File: src/rtl/lsu_prf_wb_sched_pkg.sv
// Shared constants and types for the LSU PRF writeback scheduler.
// Defaults describe two L1D data pipes plus the bus refill path.
package lsu_prf_wb_sched_pkg;

  localparam int LSU_WB_SRC_COUNT       = 3;
  localparam int LSU_WB_FIFO_DEPTH      = 2;
  localparam int LSU_WB_BUS_SRC         = LSU_WB_SRC_COUNT - 1;
  localparam int LSU_PHY_REG_ADDR_WIDTH = 6;
  localparam int LSU_XLEN               = 64;
  localparam int LSU_ROB_INDEX_WIDTH    = 6;

  // Once a write is offered and stalled, the grant stays parked on it.
  typedef enum logic {
    ARB_FREE   = 1'b0,
    ARB_LOCKED = 1'b1
  } arb_state_e;

endpackage

File: src/rtl/lsu_wb_src_fifo.sv
// Per-source writeback FIFO: one enqueue, one dequeue, synchronous flush.
// The head appears the cycle after enqueue; there is no same-cycle bypass.
module lsu_wb_src_fifo #(
  parameter int WIDTH = 8,
  parameter int DEPTH = 2,
  localparam int PTR_W = $clog2(DEPTH),
  localparam int CNT_W = PTR_W + 1
) (
  input  logic             clk,
  input  logic             rst,
  input  logic             flush,
  input  logic             enq_i,
  input  logic [WIDTH-1:0] enq_data_i,
  input  logic             deq_i,
  output logic             head_vld_o,
  output logic [WIDTH-1:0] head_data_o,
  output logic [CNT_W-1:0] count_o
);

  logic [WIDTH-1:0] mem_q [DEPTH];
  logic [WIDTH-1:0] mem_d [DEPTH];
  logic [PTR_W-1:0] wr_ptr_q, wr_ptr_d;
  logic [PTR_W-1:0] rd_ptr_q, rd_ptr_d;
  logic [CNT_W-1:0] count_q, count_d;

  // NOTE: combinational blocks use blocking '=' and assign every output a default first, so no latch is inferred.
  always_comb begin
    mem_d    = mem_q;
    wr_ptr_d = wr_ptr_q;
    rd_ptr_d = rd_ptr_q;
    count_d  = count_q;
    if (flush) begin
      wr_ptr_d = '0;
      rd_ptr_d = '0;
      count_d  = '0;
    end else begin
      if (enq_i) begin
        mem_d[wr_ptr_q] = enq_data_i;
        wr_ptr_d        = wr_ptr_q + PTR_W'(1);
      end
      if (deq_i) rd_ptr_d = rd_ptr_q + PTR_W'(1);
      case ({enq_i, deq_i})
        2'b10:   count_d = count_q + CNT_W'(1);
        2'b01:   count_d = count_q - CNT_W'(1);
        default: count_d = count_q;
      endcase
    end
  end

  // NOTE: sequential state uses non-blocking '<=' so all flops update together at the edge.
  always_ff @(posedge clk) begin
    if (rst) begin
      wr_ptr_q <= '0;
      rd_ptr_q <= '0;
      count_q  <= '0;
    end else begin
      wr_ptr_q <= wr_ptr_d;
      rd_ptr_q <= rd_ptr_d;
      count_q  <= count_d;
    end
  end

  // NOTE: storage is deliberately not reset; count_q alone decides which entries are meaningful.
  always_ff @(posedge clk) begin
    mem_q <= mem_d;
  end

  assign head_vld_o  = (count_q != '0);
  assign head_data_o = mem_q[rd_ptr_q];
  assign count_o     = count_q;

  a_no_overflow:  assert property (@(posedge clk) disable iff (rst) !(enq_i && count_q == CNT_W'(DEPTH)));
  a_no_underflow: assert property (@(posedge clk) disable iff (rst) !(deq_i && count_q == '0));

endmodule

File: src/rtl/lsu_prf_wb_sched.sv
// Round-robin arbiter sharing the LSU PRF write port among load-result sources,
// holding a stalled grant until the PRF accepts it.
module lsu_prf_wb_sched
  import lsu_prf_wb_sched_pkg::*;
#(
  parameter int SRC_COUNT          = LSU_WB_SRC_COUNT,
  parameter int FIFO_DEPTH         = LSU_WB_FIFO_DEPTH,
  parameter int PHY_REG_ADDR_WIDTH = LSU_PHY_REG_ADDR_WIDTH,
  parameter int XLEN               = LSU_XLEN,
  parameter int ROB_INDEX_WIDTH    = LSU_ROB_INDEX_WIDTH
) (
  input  logic                                    clk,
  input  logic                                    rst,
  input  logic                                    flush,
  input  logic [SRC_COUNT-1:0]                    src_vld_i,
  output logic [SRC_COUNT-1:0]                    src_rdy_o,
  input  logic [SRC_COUNT*PHY_REG_ADDR_WIDTH-1:0] src_rd_addr_i,
  input  logic [SRC_COUNT*XLEN-1:0]               src_data_i,
  input  logic [SRC_COUNT*ROB_INDEX_WIDTH-1:0]    src_rob_index_i,
  input  logic                                    prf_rdy_i,
  output logic                                    prf_wb_vld_o,
  output logic [PHY_REG_ADDR_WIDTH-1:0]           prf_wb_rd_addr_o,
  output logic [XLEN-1:0]                         prf_wb_data_o,
  output logic [ROB_INDEX_WIDTH-1:0]              prf_wb_rob_index_o,
  output logic [SRC_COUNT-1:0]                    prf_wb_src_o
);

  localparam int SRC_W   = (SRC_COUNT > 1) ? $clog2(SRC_COUNT) : 1;
  localparam int ENTRY_W = PHY_REG_ADDR_WIDTH + XLEN + ROB_INDEX_WIDTH;
  localparam int CNT_W   = $clog2(FIFO_DEPTH) + 1;

  logic [SRC_COUNT-1:0] head_vld, enq, deq;
  logic [ENTRY_W-1:0]   head_data  [SRC_COUNT];
  logic [CNT_W-1:0]     fifo_count [SRC_COUNT];

  logic [SRC_W-1:0] rr_ptr_q, rr_ptr_d;
  logic [SRC_W-1:0] locked_src_q, locked_src_d;
  arb_state_e       arb_state_q, arb_state_d;

  logic [SRC_W-1:0]     pick_idx, grant_idx;
  logic                 pick_found, wb_vld, pop;
  logic [SRC_COUNT-1:0] grant_oh;
  logic [ENTRY_W-1:0]   wb_entry;
  int                   cand;

  for (genvar k = 0; k < SRC_COUNT; k++) begin : g_src
    assign src_rdy_o[k] = (fifo_count[k] < CNT_W'(FIFO_DEPTH)) & ~rst;
    assign enq[k]       = src_vld_i[k] & src_rdy_o[k];
    assign deq[k]       = pop & (grant_idx == SRC_W'(k));

    lsu_wb_src_fifo #(
      .WIDTH (ENTRY_W),
      .DEPTH (FIFO_DEPTH)
    ) u_fifo (
      .clk         (clk),
      .rst         (rst),
      .flush       (flush),
      .enq_i       (enq[k]),
      .enq_data_i  ({src_rd_addr_i[k*PHY_REG_ADDR_WIDTH +: PHY_REG_ADDR_WIDTH],
                     src_data_i[k*XLEN +: XLEN],
                     src_rob_index_i[k*ROB_INDEX_WIDTH +: ROB_INDEX_WIDTH]}),
      .deq_i       (deq[k]),
      .head_vld_o  (head_vld[k]),
      .head_data_o (head_data[k]),
      .count_o     (fifo_count[k])
    );
  end

  // First valid head at or after rr_ptr, wrapping around the source list.
  always_comb begin
    pick_found = 1'b0;
    pick_idx   = '0;
    cand       = 0;
    for (int i = 0; i < SRC_COUNT; i++) begin
      cand = (int'(rr_ptr_q) + i) % SRC_COUNT;
      if (!pick_found && head_vld[SRC_W'(cand)]) begin
        pick_found = 1'b1;
        pick_idx   = SRC_W'(cand);
      end
    end
  end

  assign grant_idx = (arb_state_q == ARB_LOCKED) ? locked_src_q : pick_idx;
  assign wb_vld    = (|head_vld) & ~flush & ~rst;
  assign pop       = wb_vld & prf_rdy_i;

  always_comb begin
    grant_oh = '0;
    wb_entry = '0;
    if (wb_vld) begin
      grant_oh[grant_idx] = 1'b1;
      wb_entry            = head_data[grant_idx];
    end
  end

  always_comb begin
    rr_ptr_d     = rr_ptr_q;
    arb_state_d  = arb_state_q;
    locked_src_d = locked_src_q;
    if (flush) begin
      rr_ptr_d    = '0;
      arb_state_d = ARB_FREE;
    end else if (pop) begin
      rr_ptr_d    = (grant_idx == SRC_W'(SRC_COUNT - 1)) ? '0 : grant_idx + SRC_W'(1);
      arb_state_d = ARB_FREE;
    end else if (wb_vld) begin
      arb_state_d  = ARB_LOCKED;
      locked_src_d = grant_idx;
    end
  end

  always_ff @(posedge clk) begin
    if (rst) begin
      rr_ptr_q     <= '0;
      arb_state_q  <= ARB_FREE;
      locked_src_q <= '0;
    end else begin
      rr_ptr_q     <= rr_ptr_d;
      arb_state_q  <= arb_state_d;
      locked_src_q <= locked_src_d;
    end
  end

  assign prf_wb_vld_o = wb_vld;
  assign prf_wb_src_o = grant_oh;
  assign {prf_wb_rd_addr_o, prf_wb_data_o, prf_wb_rob_index_o} = wb_entry;

  a_src_onehot0: assert property (@(posedge clk) disable iff (rst) $onehot0(prf_wb_src_o));
  a_stall_stable: assert property (@(posedge clk) disable iff (rst)
    (prf_wb_vld_o && !prf_rdy_i) |=> (flush || $stable({prf_wb_src_o, prf_wb_rd_addr_o,
                                                         prf_wb_data_o, prf_wb_rob_index_o})));

endmodule
File: config.mk
export PLATFORM = sky130hd
export DESIGN_NAME = lsu_prf_wb_sched
export DESIGN_NICKNAME = d
export VERILOG_FILES = /design/src/rtl/lsu_prf_wb_sched_pkg.sv /design/src/rtl/lsu_wb_src_fifo.sv /design/src/rtl/lsu_prf_wb_sched.sv
export SDC_FILE = /design/constraint.sdc
export NUM_CORES = 1
export LEC_CHECK = 0
export ABC_AREA = 1
export CAP_MARGIN = 10
export CORE_AREA = 2 2 202 204
export CTS_BUF_LIST = sky130_fd_sc_hd__clkbuf_4
export CTS_CLUSTER_SIZE = 12
export DETAILED_ROUTE_END_ITERATION = 6
export DIE_AREA = 0 0 204 206
export PLACE_DENSITY = 0.75
export RECOVER_POWER = 100
export SYNTH_ARGS = -nofsm -noshare
export SYNTH_HDL_FRONTEND = slang
export SYNTH_SLANG_ARGS = --single-unit
File: constraint.sdc
create_clock -name clk -period 13.8 [get_ports clk]
set_input_delay 2.07 -clock clk [delete_from_list [all_inputs] [get_ports clk]]
set_output_delay 2.07 -clock clk [all_outputs]
set_load 0.01 [all_outputs]
* Word-level counts from Yosys, hierarchy flattened
Index checks and enable logic that the tools add are counted.
Word-level totals: output and inout bits 83, register bits 473, word-level logic and storage cells 150, input port bits 235
Operators by class: $lt $le $gt $ge 18, $add $sub $neg 15, muxes and demuxes 44, equality and inequality tests 8, bitwise gates (word level) 22, div/mod/pow operators 3, reduce and logical (&&, ||, !) cells 22
Operators with widths (number):
- 76-bit two-way mux | 15
- 152-bit bitwise mux | 3
- 76-bit demux with 1-bit select | 3
- 76-bit binary-select mux with 2-bit select | 1
- 32-bit by 3-bit remainder unit with 32-bit output (second input constant) | 2
- 3-bit by 3-bit remainder unit with 32-bit output (second input constant) | 1
- 1-bit AND | 12
- 2-bit >= comparator (second input constant) | 6
- 2-bit by 4-bit less-than comparator with 1-bit output (second input constant) | 3
- 1-bit inverter with 2-bit output | 6
- 2-bit one-hot mux with 2 select lines | 3
- 2-bit nonzero test | 6
- 2-bit two-way mux | 5
- 1-bit two-way mux | 9
- 2-bit by 1-bit adder with 2-bit output (second input constant) | 4
- 2-bit by 1-bit == test with 1-bit output (second input constant) | 4
- 2-bit == test (second input constant) | 4
- 1-bit adder (second input constant) | 6
- 1-bit binary-select mux with 2-bit select | 3
- 1-bit logical AND | 6
- 2-bit by 1-bit less-than comparator with 1-bit output (second input constant) | 3
- 2-bit less-than comparator (second input constant) | 3
- 2-bit AND reduction | 3
- 3-bit OR reduction | 2
- 14 further kinds | 19

* Depth between registers and ports, before layout
Gate-level depths: netlist of run 1.
depth in word-level cells 17, gate-level depth with buffers 20, mapped depth without buffers 20

* Modules after synthesis
A second synthesis of run 1 with hierarchy kept.
Second synthesis, totals: cell total of the unflattened synthesis 1412, area total of the unflattened synthesis 20805.0 µm²
Modules (own cells, without submodules):
- lsu_wb_src_fifo | area each 5844.4 µm², seq. area each 4644.5 µm², cells an instance 267, instances 3
- lsu_prf_wb_sched | area each 3271.9 µm², seq. area each 100.1 µm², cells an instance 611, instances 1

* Worst setup path before layout of run 1
Ideal clock, no wire load.
path kind input to register, start point input port rst, end point register g_src[2].u_fifo.mem_q[0] in the netlist's numbering (enable), stages on the path 3, setup slack 5602 ps, setup time 603 ps, arrival 7595 ps, buffers on the path 0, data required time 13197 ps, path through nor2_1 nand2_1 nor3_1
On the way: word-level cells in the longest chain between the ends 4
RTL lines:
- start, declared | RTL line lsu_prf_wb_sched.sv:13 | input logic rst,
- 1-bit inverter | RTL line lsu_prf_wb_sched.sv:47 | assign src_rdy_o[k] = (fifo_count[k] < CNT_W'(FIFO_DEPTH)) & ~rst;
- 1-bit AND | RTL line lsu_prf_wb_sched.sv:47
- 1-bit AND | RTL line lsu_prf_wb_sched.sv:48 | assign enq[k] = src_vld_i[k] & src_rdy_o[k];
- 2-bit AND reduction (no line)
- end signal, assigned | RTL line lsu_wb_src_fifo.sv:65 | mem_q <= mem_d;
- end, declared | RTL line lsu_wb_src_fifo.sv:20 | logic [WIDTH-1:0] mem_q [DEPTH];
Every way passes these cells. A chain may end at the register's enable or synchronous reset.

* Worst setup path after layout of run 1
start point input port rst, end point output port prf_wb_data_o[34]
On the way: word-level cells in the longest chain between the ends 3
RTL lines:
- 1-bit inverter | RTL line lsu_prf_wb_sched.sv:84 | assign wb_vld = (|head_vld) & ~flush & ~rst;
- 1-bit AND | RTL line lsu_prf_wb_sched.sv:84
- 76-bit two-way mux | RTL line lsu_prf_wb_sched.sv:90 | if (wb_vld) begin
- end, declared | RTL line lsu_prf_wb_sched.sv:23 | output logic [XLEN-1:0] prf_wb_data_o,
Every way passes these cells.

==> results of run 1 <==
-- worst max-delay path by stage --
stage	from	to	slack, ps	cells after the start
detailed placement	flush	prf_wb_data_o[34]	5600	9
finish	rst	prf_wb_data_o[34]	4010	9
floorplan	rst	g_src[2].u_fifo.mem_q[0]	5600	3
CTS	flush	prf_wb_data_o[34]	5610	9
global placement	flush	prf_wb_data_o[34]	5700	9
global route	rst	prf_wb_data_o[34]	3340	9
-- sequential cells by signal, indices dropped and copies added (netlist names) --
name,cells
rr_ptr_q,2
g_src.u_fifo.rd_ptr_q,3
arb_state_q,1
g_src.u_fifo.wr_ptr_q,3
g_src.u_fifo.mem_q,456
g_src.u_fifo.count_o,6
locked_src_q,2
-- synth_stat cells, types with 4 or more instances --
library cell and number:
sky130_fd_sc_hd__a21oi_1 88, sky130_fd_sc_hd__buf_2 24, sky130_fd_sc_hd__buf_4 10, sky130_fd_sc_hd__buf_6 7, sky130_fd_sc_hd__clkbuf_1 42, sky130_fd_sc_hd__dfxtp_1 17, sky130_fd_sc_hd__edfxtp_1 456, sky130_fd_sc_hd__ha_1 6
sky130_fd_sc_hd__inv_1 25, sky130_fd_sc_hd__mux2_2 76, sky130_fd_sc_hd__mux2i_1 76, sky130_fd_sc_hd__nand2_1 419, sky130_fd_sc_hd__nand2_2 4, sky130_fd_sc_hd__nand3_1 84, sky130_fd_sc_hd__nand4_1 4, sky130_fd_sc_hd__nor2_1 177
sky130_fd_sc_hd__nor3_1 8, sky130_fd_sc_hd__o21ai_0 14
-- tightest hold or removal path, stage by stage, from the launching register on --
cell and delay (ps):
sky130_fd_sc_hd__dfxtp_1 320, sky130_fd_sc_hd__inv_1 80, sky130_fd_sc_hd__a21oi_1 60
-- area by class of cell --
type / count / share of cell area [%]
antenna: 26 / 0.2642
clock buffer: 167 / 5.090
inverter: 27 / 0.4267
multi-input combinational: 969 / 20.57
timing repair buffer: 331 / 13.17
sequential: 473 / 57.03
tap: 532 / 2.703
clock inverter: 32 / 0.7468
-- metal layers --
layer / wire (µm) / vias to the layer above
li1: - / 6282
met1: 19500 / 6391
met2: 23970 / 503
met3: 3613 / 77
met4: 1009 / 12
met5: 63 / -
-- cells by family after synthesis --
family	synth area share (%)
XOR/XNOR	0.08927
AND/OR/NAND/NOR	14.29
AO/OA/AOI/OAI	2.722
multiplexers	8.237
adder cells (fa/ha/maj)	0.3825
buffers and inverters	2.767
flip-flops	71.51
-- stage by stage --
step | hold slack, ps | instances | power [mW]
4_1_cts | 503.3 | 2531 | 2.999
3_3_place_gp | 479.2 | 2332 | 1.858
5_1_grt | 532.1 | 2548 | 3.079
6_report | 508.1 | 2557 | 2.949
2_1_floorplan | 453.8 | 1554 | 1.743
3_5_place_dp | 486.9 | 2332 | 1.866
-- power by group through the flow --
stage          combinational, mW  sequential, mW  clock [mW]
2_1_floorplan              0.101            1.64           0
3_3_place_gp               0.220            1.64           0
3_5_place_dp               0.226            1.64           0
4_1_cts                    0.227            1.61        1.16
5_1_grt                    0.228            1.61        1.24
6_report                   0.207            1.61        1.13
==> impl_metrics.xml, run 1 <==
<?xml version="1.0" encoding="UTF-8"?>
<metrics>
  <group name="outcome">
    <metric name="status" unit="">finished with violations</metric>
    <metric name="failed_checks" unit="">max-capacitance violations, max-slew violations</metric>
  </group>
  <group name="sta">
    <metric name="drv_slew" unit="">531</metric>
    <metric name="finalCritPeriodShare" unit="%">70.92</metric>
    <metric name="setup-tns-final" unit="ps">0</metric>
    <metric name="clock_skew" unit="ps">45.77</metric>
    <metric name="transition_at_the_pin_with_the_smallest_max_transition_slack" unit="ps">5030</metric>
    <metric name="finalWorstPathRequiredPeriod" unit="ps">9787</metric>
    <metric name="setup_violations" unit="">0</metric>
    <metric name="worst_slew_margin_rel" unit="%">-235.3</metric>
    <metric name="hold_violations" unit="">0</metric>
    <metric name="achievable-frequency" unit="MHz">102.2</metric>
    <metric name="rsz0062_at_grt" unit="">no</metric>
    <metric name="fin_ws" unit="ps">4013</metric>
  </group>
  <group name="cells_and_area">
    <metric name="seq_area" unit="µm²">14040</metric>
    <metric name="num-nets-final" unit="">2162</metric>
    <metric name="final_cell_area" unit="µm²">24630</metric>
    <metric name="drive_gt1_share" unit="%">13.66</metric>
    <metric name="multiInputGateArea" unit="µm²">5066</metric>
    <metric name="mostFrequentLayoutCell" unit="">sky130_fd_sc_hd__edfxtp_1</metric>
    <metric name="areaGrowthSynthToFinish" unit="%">25.50</metric>
    <metric name="filler_cell_count" unit="">3138</metric>
    <metric name="finish.utilization" unit="%">61.29</metric>
    <metric name="layout.cells.most_common_list" unit="">sky130_fd_sc_hd__edfxtp_1 (456), sky130_fd_sc_hd__nand2_1 (418), sky130_fd_sc_hd__dlygate4sd3_1 (311)</metric>
  </group>
  <group name="route">
    <metric name="detailedRoute.firstPassIterationCount" unit="">5</metric>
    <metric name="dr.first_iter.drc_count" unit="">894</metric>
    <metric name="vias_per_cell" unit="">5.188</metric>
    <metric name="antenna_violating_nets_post_route" unit="">0</metric>
    <metric name="drt-total-wl" unit="µm">48160</metric>
    <metric name="routedWlPerCell" unit="µm">18.83</metric>
    <metric name="post-route-drc-count" unit="">0</metric>
    <metric name="via_count" unit="">13270</metric>
  </group>
  <group name="place">
    <metric name="port_buffers" unit="">317</metric>
    <metric name="placement.cell_area" unit="µm²">23200</metric>
    <metric name="globalplace.congestion" unit="">0.7976</metric>
    <metric name="pre_cts_ws" unit="ps">5603</metric>
    <metric name="dp_hpwl" unit="µm">29290</metric>
  </group>
  <group name="logic_synthesis">
    <metric name="synth.net_count" unit="">1795</metric>
    <metric name="syn_avg_cell_area" unit="µm²">12.63</metric>
    <metric name="synth_sequential_area_ratio" unit="%">71.51</metric>
    <metric name="netlist_top_cells_area" unit="">sky130_fd_sc_hd__edfxtp_1 (70%), sky130_fd_sc_hd__nand2_1 (8.0%), sky130_fd_sc_hd__mux2_2 (4.4%)</metric>
    <metric name="netlist_area" unit="µm²">19630</metric>
    <metric name="yosys_register_bits" unit="">473</metric>
    <metric name="synthDistinctLibCells" unit="">30</metric>
    <metric name="number_of_flops_mapped_to_enable_cells_by_yosys" unit="">456</metric>
    <metric name="synth.yosys.warnings" unit="">0</metric>
    <metric name="yosysTopAreaCell" unit="">sky130_fd_sc_hd__edfxtp_1</metric>
    <metric name="syn-instance-count" unit="">1554</metric>
    <metric name="ffs_w_async_s_r_synth" unit="%">0</metric>
    <metric name="synth_top_flop_cell" unit="">sky130_fd_sc_hd__edfxtp_1</metric>
    <metric name="post-synth-top-area-fraction" unit="%">69.77</metric>
  </group>
  <group name="global_route">
    <metric name="grt.busiest_layer" unit="">met2</metric>
    <metric name="first_pass_grt_wire_length" unit="µm">74080</metric>
    <metric name="global_route.usage.met1" unit="%">28.09</metric>
    <metric name="grtUsageMet3" unit="%">6.481</metric>
    <metric name="groute.layer.met2.usage" unit="%">38.23</metric>
    <metric name="grt_util_all_layers" unit="%">22.99</metric>
    <metric name="grt_pass1_vias" unit="">13870</metric>
    <metric name="grt_remaining_overflow" unit="">0</metric>
    <metric name="grt_start_max_net_pins" unit="">82</metric>
    <metric name="initial_antenna_violation_count" unit="">30</metric>
  </group>
  <group name="clock_network">
    <metric name="cts_post_setup_buffers_inserted" unit="">0</metric>
    <metric name="cts.reportedPaths.clkPinSlew" unit="ps">60</metric>
    <metric name="clk_path_buf_depth" unit="">3</metric>
    <metric name="worstSkewPairLatency" unit="ps">840</metric>
    <metric name="cts_resized" unit="">0</metric>
    <metric name="cts_hold_buffers" unit="">0</metric>
    <metric name="htreeDepth" unit="">3</metric>
    <metric name="numClockSinks" unit="">473</metric>
    <metric name="cts_made_buffers" unit="">119</metric>
    <metric name="clockRootBuffer" unit="">sky130_fd_sc_hd__clkbuf_4</metric>
    <metric name="tritoncts" unit="">done</metric>
  </group>
  <group name="die">
    <metric name="die_height" unit="µm">206</metric>
    <metric name="ioPinCount" unit="">318</metric>
    <metric name="fp.dieArea" unit="µm²">42020</metric>
    <metric name="initial_core_util" unit="%">48.84</metric>
    <metric name="core_area" unit="µm²">40180</metric>
    <metric name="rows" unit="">74</metric>
    <metric name="fp.dieW" unit="µm">204</metric>
  </group>
  <group name="flow_run">
    <metric name="maxCapViolations" unit="">9</metric>
  </group>
  <group name="worst_setup_path">
    <metric name="regToRegStartpoint" unit="">g_src[1].u_fifo.count_o[1]</metric>
    <metric name="worst_path_buffer_plus_inverter_count" unit="">3</metric>
    <metric name="worst_reg2reg_path_length_in_cells" unit="">5</metric>
    <metric name="worstPathCellList" unit="">dlygate4sd3_1, nor2_1, nand2_1, inv_1, nand2_4, nand2_1, nand2_1, nor2_1, dlygate4sd3_1</metric>
    <metric name="r2r_setup_slack" unit="ps">8630</metric>
    <metric name="cp-end-kind" unit="">output port</metric>
    <metric name="critical-path-slowest-cell" unit="">sky130_fd_sc_hd__nand2_1</metric>
    <metric name="crit_required" unit="ps">11730</metric>
    <metric name="criticalPathCategory" unit="">in -&gt; out</metric>
    <metric name="critical_path.most_common_cell" unit="">sky130_fd_sc_hd__nand2_1</metric>
    <metric name="critPathLaunchType" unit="">input port</metric>
    <metric name="max_stage_delay" unit="ps">1880</metric>
    <metric name="regToRegEndpoint" unit="">g_src[1].u_fifo.mem_q[86]</metric>
    <metric name="arrival" unit="ps">7720</metric>
    <metric name="worstPathMaxFanout" unit="">81</metric>
    <metric name="cp_top_family" unit="">simple AND/OR/NAND/NOR gates</metric>
  </group>
  <group name="pwr">
    <metric name="switching_share" unit="%">22.54</metric>
    <metric name="power.clock.fraction" unit="%">38.3</metric>
    <metric name="worst_vdd_ir" unit="µV">80.29</metric>
    <metric name="power_density" unit="nW/µm²">119.7</metric>
    <metric name="seq_power_share" unit="%">54.6</metric>
    <metric name="power.share.combinational" unit="%">7.0</metric>
    <metric name="cell_internal_power" unit="mW">2.284</metric>
    <metric name="power.leakage" unit="nW">9.273</metric>
    <metric name="p_sw" unit="mW">0.6648</metric>
  </group>
  <group name="hold_path">
    <metric name="hold-path-endpoint" unit="">g_src[1].u_fifo.wr_ptr_q</metric>
    <metric name="hold_path.startpoint" unit="">g_src[1].u_fifo.wr_ptr_q</metric>
    <metric name="worstHoldPathCells" unit="">2</metric>
    <metric name="worst_min_path_class" unit="">reg -&gt; reg</metric>
  </group>
</metrics>
(Power assumes the default switching activity.)
==> run 2: changes to the inputs <==
==> constraint.sdc (replaced) <==
create_clock -name clk -period 9.9 [get_ports clk]
set_input_delay 1.485 -clock clk [delete_from_list [all_inputs] [get_ports clk]]
set_output_delay 1.485 -clock clk [all_outputs]
set_load 0.01 [all_outputs]
==> impl_metrics.xml, run 2 (synthesized netlist as in run 1, its figures left out) <==
<?xml version="1.0" encoding="UTF-8"?>
<metrics>
  <group name="route">
    <metric name="detailedRoute.firstPassIterationCount" unit="">5</metric>
    <metric name="m1WireLength" unit="µm">19450</metric>
    <metric name="met2_wirelength" unit="µm">24320</metric>
    <metric name="vias_per_cell" unit="">5.231</metric>
    <metric name="via_count" unit="">13380</metric>
    <metric name="post-route-drc-count" unit="">0</metric>
    <metric name="dr.first_iter.drc_count" unit="">834</metric>
    <metric name="routedWlPerCell" unit="µm">18.98</metric>
    <metric name="drt-total-wl" unit="µm">48530</metric>
    <metric name="antenna_violating_nets_post_route" unit="">0</metric>
    <metric name="highest_layer" unit="">met5</metric>
    <metric name="detailroute.wirelength.met3" unit="µm">3433</metric>
  </group>
  <group name="sta">
    <metric name="achievable-frequency" unit="MHz">141.5</metric>
    <metric name="drv_slew" unit="">463</metric>
    <metric name="fin_ws" unit="ps">2831</metric>
    <metric name="setup-tns-final" unit="ps">0</metric>
    <metric name="finalWorstPathRequiredPeriod" unit="ps">7069</metric>
    <metric name="rsz0062_at_grt" unit="">no</metric>
    <metric name="transition_at_the_pin_with_the_smallest_max_transition_slack" unit="ps">5064</metric>
    <metric name="finalCritPeriodShare" unit="%">71.40</metric>
    <metric name="hold_violations" unit="">0</metric>
    <metric name="worst_slew_margin_rel" unit="%">-237.6</metric>
    <metric name="setup_violations" unit="">0</metric>
    <metric name="clock_skew" unit="ps">40.17</metric>
  </group>
  <group name="clock_network">
    <metric name="clockRootBuffer" unit="">sky130_fd_sc_hd__clkbuf_4</metric>
    <metric name="cts.reportedPaths.clkPinSlew" unit="ps">70</metric>
    <metric name="cts_resized" unit="">0</metric>
    <metric name="clk_path_buf_depth" unit="">3</metric>
    <metric name="htreeDepth" unit="">3</metric>
    <metric name="cts_made_buffers" unit="">119</metric>
    <metric name="tritoncts" unit="">done</metric>
    <metric name="numClockSinks" unit="">473</metric>
    <metric name="cts_hold_buffers" unit="">0</metric>
    <metric name="worstSkewPairLatency" unit="ps">810</metric>
    <metric name="cts_post_setup_buffers_inserted" unit="">0</metric>
  </group>
  <group name="worst_setup_path">
    <metric name="critical-path-slowest-cell" unit="">sky130_fd_sc_hd__nand2_4</metric>
    <metric name="crit_required" unit="ps">8420</metric>
    <metric name="worst_path_buffer_plus_inverter_count" unit="">3</metric>
    <metric name="critPathLaunchType" unit="">input port</metric>
    <metric name="worst_reg2reg_path_length_in_cells" unit="">5</metric>
    <metric name="regToRegStartpoint" unit="">g_src[1].u_fifo.count_o[1]</metric>
    <metric name="worstPathCellList" unit="">dlygate4sd3_1, nor2_1, nand2_4, inv_1, nand2_4, nand2_1, nand2_1, nor2_1, dlygate4sd3_1</metric>
    <metric name="timing.critical_path.depth" unit="">9</metric>
    <metric name="cp_top_family" unit="">simple AND/OR/NAND/NOR gates</metric>
    <metric name="criticalPathCategory" unit="">in -&gt; out</metric>
    <metric name="critical_path.startpoint" unit="">rst</metric>
    <metric name="critical_path.endpoint" unit="">prf_wb_data_o[34]</metric>
    <metric name="regToRegEndpoint" unit="">g_src[1].u_fifo.mem_q[81]</metric>
    <metric name="arrival" unit="ps">5580</metric>
    <metric name="cp-end-kind" unit="">output port</metric>
    <metric name="r2r_setup_slack" unit="ps">4630</metric>
    <metric name="max_stage_delay" unit="ps">680</metric>
    <metric name="worstPathMaxFanout" unit="">81</metric>
  </group>
  <group name="cells_and_area">
    <metric name="mostFrequentLayoutCell" unit="">sky130_fd_sc_hd__edfxtp_1</metric>
    <metric name="drive_gt1_share" unit="%">14.24</metric>
    <metric name="largest_register" unit="">g_src.u_fifo.mem_q</metric>
    <metric name="layout.cells.most_common_list" unit="">sky130_fd_sc_hd__edfxtp_1 (456), sky130_fd_sc_hd__nand2_1 (417), sky130_fd_sc_hd__dlygate4sd3_1 (311)</metric>
    <metric name="flip_flop_count_of_the_largest_register_after_layout" unit="">456</metric>
    <metric name="post_layout_nonfiller_instances" unit="">2557</metric>
    <metric name="areaGrowthSynthToFinish" unit="%">25.89</metric>
    <metric name="num-nets-final" unit="">2161</metric>
  </group>
  <group name="die">
    <metric name="die_height" unit="µm">206</metric>
    <metric name="fp.dieArea" unit="µm²">42020</metric>
    <metric name="ioPinCount" unit="">318</metric>
    <metric name="fp.dieW" unit="µm">204</metric>
    <metric name="initial_core_util" unit="%">48.84</metric>
    <metric name="core_area" unit="µm²">40180</metric>
    <metric name="rows" unit="">74</metric>
  </group>
  <group name="pwr">
    <metric name="power.share.combinational" unit="%">6.9</metric>
    <metric name="power.total" unit="mW">4.177</metric>
    <metric name="power.clock.fraction" unit="%">39.3</metric>
    <metric name="power.leakage" unit="nW">9.334</metric>
    <metric name="worst_vdd_ir" unit="µV">123.8</metric>
    <metric name="cell_internal_power" unit="mW">3.254</metric>
    <metric name="power_density" unit="nW/µm²">169.1</metric>
    <metric name="switching_share" unit="%">22.09</metric>
    <metric name="p_sw" unit="mW">0.9229</metric>
    <metric name="seq_power_share" unit="%">53.8</metric>
  </group>
  <group name="hold_path">
    <metric name="hold_path.startpoint" unit="">g_src[1].u_fifo.wr_ptr_q</metric>
    <metric name="worst_min_path_class" unit="">reg -&gt; reg</metric>
  </group>
  <group name="global_route">
    <metric name="grt_util_all_layers" unit="%">23.06</metric>
    <metric name="grt_remaining_overflow" unit="">0</metric>
    <metric name="grt_pass1_vias" unit="">13920</metric>
    <metric name="grt_start_max_net_pins" unit="">82</metric>
    <metric name="initial_antenna_violation_count" unit="">27</metric>
    <metric name="first_pass_grt_wire_length" unit="µm">74090</metric>
  </group>
  <group name="outcome">
    <metric name="status" unit="">finished with violations</metric>
    <metric name="failed_checks" unit="">max-capacitance violations, max-slew violations</metric>
  </group>
  <group name="flow_run">
    <metric name="maxCapViolations" unit="">8</metric>
  </group>
  <group name="place">
    <metric name="globalplace.congestion" unit="">0.7789</metric>
    <metric name="dp_hpwl" unit="µm">29530</metric>
    <metric name="pre_cts_ws" unit="ps">2890</metric>
    <metric name="placedCellCount" unit="">2331</metric>
    <metric name="port_buffers" unit="">317</metric>
  </group>
</metrics>
## run 2: cell types whose count changed in the layout (fill, tap and decap cells not counted), sizes merged
cell,delta
bufinv,+1
clkbuf,+11
clkinv,-8
clkinvlp,-1
diode,-2
inv,-1
## run 2: worst min path at each step
| stage | end | slack (ps) | cells after the start |
|---|---|---|---|
| after global routing | g_src[1].u_fifo.wr_ptr_q | 530 | 2 |
| final | g_src[1].u_fifo.wr_ptr_q | 500 | 2 |
| after CTS | g_src[2].u_fifo.count_o[1] | 510 | 1 |
| after floorplan | g_src[2].u_fifo.count_o[1] | 450 | 1 |
| after detailed placement | g_src[2].u_fifo.count_o[1] | 490 | 1 |
| after global placement | g_src[2].u_fifo.count_o[0] | 480 | 1 |
## run 2: area by class of cell
| cell class | count | area (µm²) |
|---|---|---|
| Tap cell | 532 | 665.6 |
| Inverter | 27 | 105.1 |
| Fill cell | 3160 | 15480 |
| Sequential cell | 473 | 14040 |
| Timing Repair Buffer | 330 | 3241 |
| Clock inverter | 23 | 172.7 |
| Clock buffer | 179 | 1344 |
| Antenna cell | 24 | 60.06 |
| Multi-Input combinational cell | 969 | 5074 |
## run 2: worst reg2reg max path, stage by stage, from the launching register on
cell and delay (ps):
sky130_fd_sc_hd__dfxtp_1 350, sky130_fd_sc_hd__nor2_1 150, sky130_fd_sc_hd__nand2_1 140, sky130_fd_sc_hd__nor3_1 190, sky130_fd_sc_hd__clkbuf_1 2020, sky130_fd_sc_hd__clkbuf_1 1930
## run 2: routing by layer
layer  vias up  global-route usage, %
met4        10                  9.886
met5         -                      0
met2       487                  39.29
li1       6278                      -
met3        95                  6.197
met1      6506                  27.71
## run 2: power by group through the flow
| stage | registers (mW) | logic [mW] | clock network (mW) |
|---|---|---|---|
| after floorplan | 2.29 | 0.141 | 0 |
| after global placement | 2.28 | 0.307 | 0 |
| after detailed placement | 2.29 | 0.316 | 0 |
| after CTS | 2.24 | 0.317 | 1.69 |
| after global routing | 2.25 | 0.318 | 1.79 |
| final | 2.25 | 0.289 | 1.64 |
## run 2: stage by stage
stage               cell area, µm²  utilization, %  hold slack, ps
floorplan                    19630               -           453.8
global placement             23190           57.71           479.4
detailed placement           23190           57.71           493.4
CTS                          24710           61.48           510.7
global route                 24690           61.44           528.6
finish                       24710           61.48           500.8
==> run 3: changes to the inputs <==
==> constraint.sdc (replaced) <==
create_clock -name clk -period 6.6 [get_ports clk]
set_input_delay 0.99 -clock clk [delete_from_list [all_inputs] [get_ports clk]]
set_output_delay 0.99 -clock clk [all_outputs]
set_load 0.01 [all_outputs]
==> impl_metrics.xml, run 3 (synthesized netlist as in run 1, its figures left out) <==
<?xml version="1.0" encoding="UTF-8"?>
<metrics>
  <group name="outcome">
    <metric name="status" unit="">finished with violations</metric>
    <metric name="failed_checks" unit="">max-capacitance violations, max-slew violations</metric>
  </group>
  <group name="clock_network">
    <metric name="cts_hold_buffers" unit="">0</metric>
    <metric name="cts.reportedPaths.clkPinSlew" unit="ps">60</metric>
    <metric name="cts_resized" unit="">0</metric>
    <metric name="htreeDepth" unit="">3</metric>
    <metric name="worstSkewPairLatency" unit="ps">790</metric>
    <metric name="clk_path_buf_depth" unit="">3</metric>
    <metric name="cts_post_setup_buffers_inserted" unit="">0</metric>
    <metric name="numClockSinks" unit="">473</metric>
    <metric name="tritoncts" unit="">done</metric>
    <metric name="clockRootBuffer" unit="">sky130_fd_sc_hd__clkbuf_4</metric>
    <metric name="cts_made_buffers" unit="">119</metric>
  </group>
  <group name="die">
    <metric name="rows" unit="">74</metric>
    <metric name="initial_core_util" unit="%">48.84</metric>
    <metric name="fp.dieArea" unit="µm²">42020</metric>
    <metric name="fp.dieW" unit="µm">204</metric>
    <metric name="ioPinCount" unit="">318</metric>
    <metric name="die_height" unit="µm">206</metric>
    <metric name="core_area" unit="µm²">40180</metric>
  </group>
  <group name="worst_setup_path">
    <metric name="max_stage_delay" unit="ps">640</metric>
    <metric name="arrival" unit="ps">4710</metric>
    <metric name="r2r_setup_slack" unit="ps">1810</metric>
    <metric name="critPathLaunchType" unit="">input port</metric>
    <metric name="regToRegStartpoint" unit="">g_src[2].u_fifo.count_o[1]</metric>
    <metric name="worstPathCellList" unit="">dlygate4sd3_1, nor2_1, nand2_4, inv_1, nand2_4, nand2_1, nand2_1, nor2_1, dlygate4sd3_1</metric>
    <metric name="critical-path-slowest-cell" unit="">sky130_fd_sc_hd__dlygate4sd3_1</metric>
    <metric name="worstPathMaxFanout" unit="">78</metric>
    <metric name="worst_reg2reg_path_length_in_cells" unit="">4</metric>
    <metric name="regToRegEndpoint" unit="">g_src[2].u_fifo.mem_q[40]</metric>
    <metric name="cp-end-kind" unit="">output port</metric>
    <metric name="crit_required" unit="ps">5610</metric>
    <metric name="criticalPathCategory" unit="">in -&gt; out</metric>
  </group>
  <group name="cells_and_area">
    <metric name="num-nets-final" unit="">2166</metric>
    <metric name="largest_register" unit="">g_src.u_fifo.mem_q</metric>
    <metric name="flip_flop_count_of_the_largest_register_after_layout" unit="">456</metric>
    <metric name="mostFrequentLayoutCell" unit="">sky130_fd_sc_hd__edfxtp_1</metric>
    <metric name="post_layout_nonfiller_instances" unit="">2575</metric>
    <metric name="areaGrowthSynthToFinish" unit="%">26.29</metric>
    <metric name="layout.cells.most_common_list" unit="">sky130_fd_sc_hd__edfxtp_1 (456), sky130_fd_sc_hd__nand2_1 (417), sky130_fd_sc_hd__dlygate4sd3_1 (311)</metric>
    <metric name="drive_gt1_share" unit="%">14.43</metric>
    <metric name="final_cell_area" unit="µm²">24780</metric>
  </group>
  <group name="hold_path">
    <metric name="hold_path.startpoint" unit="">g_src[0].u_fifo.wr_ptr_q</metric>
    <metric name="worst_min_path_class" unit="">reg -&gt; reg</metric>
    <metric name="hold-path-endpoint" unit="">g_src[0].u_fifo.wr_ptr_q</metric>
    <metric name="worstHoldPathCells" unit="">2</metric>
  </group>
  <group name="place">
    <metric name="pre_cts_ws" unit="ps">978.9</metric>
    <metric name="dp_hpwl" unit="µm">29900</metric>
    <metric name="placedCellCount" unit="">2335</metric>
    <metric name="globalplace.congestion" unit="">0.8035</metric>
    <metric name="port_buffers" unit="">317</metric>
    <metric name="placement.cell_area" unit="µm²">23230</metric>
  </group>
  <group name="global_route">
    <metric name="initial_antenna_violation_count" unit="">23</metric>
    <metric name="grt_util_all_layers" unit="%">22.98</metric>
    <metric name="grt_pass1_vias" unit="">13860</metric>
    <metric name="grt_start_max_net_pins" unit="">83</metric>
    <metric name="first_pass_grt_wire_length" unit="µm">73950</metric>
    <metric name="grt_remaining_overflow" unit="">0</metric>
  </group>
  <group name="sta">
    <metric name="rsz0062_at_grt" unit="">no</metric>
    <metric name="achievable-frequency" unit="MHz">175.3</metric>
    <metric name="hold_violations" unit="">0</metric>
    <metric name="transition_at_the_pin_with_the_smallest_max_transition_slack" unit="ps">4733</metric>
    <metric name="hold-worst-slack" unit="ps">518.4</metric>
    <metric name="fin_ws" unit="ps">895.8</metric>
    <metric name="finalWorstPathRequiredPeriod" unit="ps">5704</metric>
    <metric name="worst_slew_margin_rel" unit="%">-215.5</metric>
    <metric name="setup_violations" unit="">0</metric>
    <metric name="finalCritPeriodShare" unit="%">86.43</metric>
    <metric name="clock_skew" unit="ps">28.17</metric>
    <metric name="drv_slew" unit="">342</metric>
  </group>
  <group name="route">
    <metric name="dr.first_iter.drc_count" unit="">804</metric>
    <metric name="antenna_violating_nets_post_route" unit="">0</metric>
    <metric name="vias_per_cell" unit="">5.203</metric>
    <metric name="post-route-drc-count" unit="">0</metric>
    <metric name="via_count" unit="">13400</metric>
    <metric name="drt-total-wl" unit="µm">48790</metric>
    <metric name="detailedRoute.firstPassIterationCount" unit="">5</metric>
    <metric name="routedWlPerCell" unit="µm">18.95</metric>
  </group>
  <group name="pwr">
    <metric name="switching_share" unit="%">22.42</metric>
    <metric name="p_sw" unit="mW">1.403</metric>
    <metric name="cell_internal_power" unit="mW">4.853</metric>
    <metric name="power_density" unit="nW/µm²">252.4</metric>
    <metric name="power.clock.fraction" unit="%">39.2</metric>
    <metric name="worst_vdd_ir" unit="µV">181.9</metric>
    <metric name="power.total" unit="mW">6.256</metric>
    <metric name="seq_power_share" unit="%">53.8</metric>
    <metric name="power.share.combinational" unit="%">7.0</metric>
    <metric name="power.leakage" unit="nW">9.375</metric>
  </group>
  <group name="flow_run">
    <metric name="maxCapViolations" unit="">7</metric>
  </group>
</metrics>
==> run 3: cell types whose count changed in the layout (fill, tap and decap cells not counted), sizes merged <==
cell / change
clkinv: +10
buf: +3
clkbuf: +2
diode: +2
bufinv: -1
clkinvlp: +1
inv: +1
==> run 3: how the worst max path moves through the flow <==
stage / from / endpoint / slack, ps / cells after the start
after floorplan: rst / g_src[2].u_fifo.mem_q[0] / -520 / 3
after global placement: flush / prf_wb_rd_addr_o[5] / 1070 / 9
after detailed placement: flush / prf_wb_data_o[30] / 980 / 9
after CTS: flush / prf_wb_rd_addr_o[3] / 960 / 9
after global routing: flush / prf_wb_rob_index_o[5] / 610 / 9
final: rst / prf_wb_rob_index_o[5] / 900 / 9
==> run 3: routing by layer <==
layer / up-vias / track usage (%) / part of all wire, %
li1: 6319 / - / -
met1: 6456 / 28.56 / 40
met2: 522 / 38.56 / 50
met3: 89 / 6.071 / 7.9
met4: 12 / 9.032 / 2.5
met5: - / 0 / 0.16
==> run 3: worst max-delay path: cells and delay by family <==
kind / cells / cell delay [ps]
and+or+nand+nor: 6 / 2160
buffers and inverters: 3 / 1520
==> run 3: power by group through the flow <==
stage / logic, mW / clock network [mW] / registers (mW)
5_1_grt: 0.480 / 2.67 / 3.37
3_5_place_dp: 0.475 / 0 / 3.43
3_3_place_gp: 0.462 / 0 / 3.42
2_1_floorplan: 0.212 / 0 / 3.43
6_report: 0.437 / 2.45 / 3.37
4_1_cts: 0.478 / 2.52 / 3.36
==> run 3: metrics by stage <==
| stage | TNS, ps | util (%) |
|---|---|---|
| after floorplan | -236250 | - |
| after global routing | 0 | 61.60 |
| final | 0 | 61.68 |
| after CTS | 0 | 61.64 |
| after detailed placement | 0 | 57.82 |
| after global placement | 0 | 57.82 |
==> run 3: area by class of cell <==
class	count	area, µm²
fillers	3126	15400
flip-flops and latches	473	14040
multi-input cells	969	5069
repair buffers	335	3299
clock buffers	179	1344
well taps	532	665.6
clock inverters	34	191.4
inverters	27	105.1
diodes	26	65.06
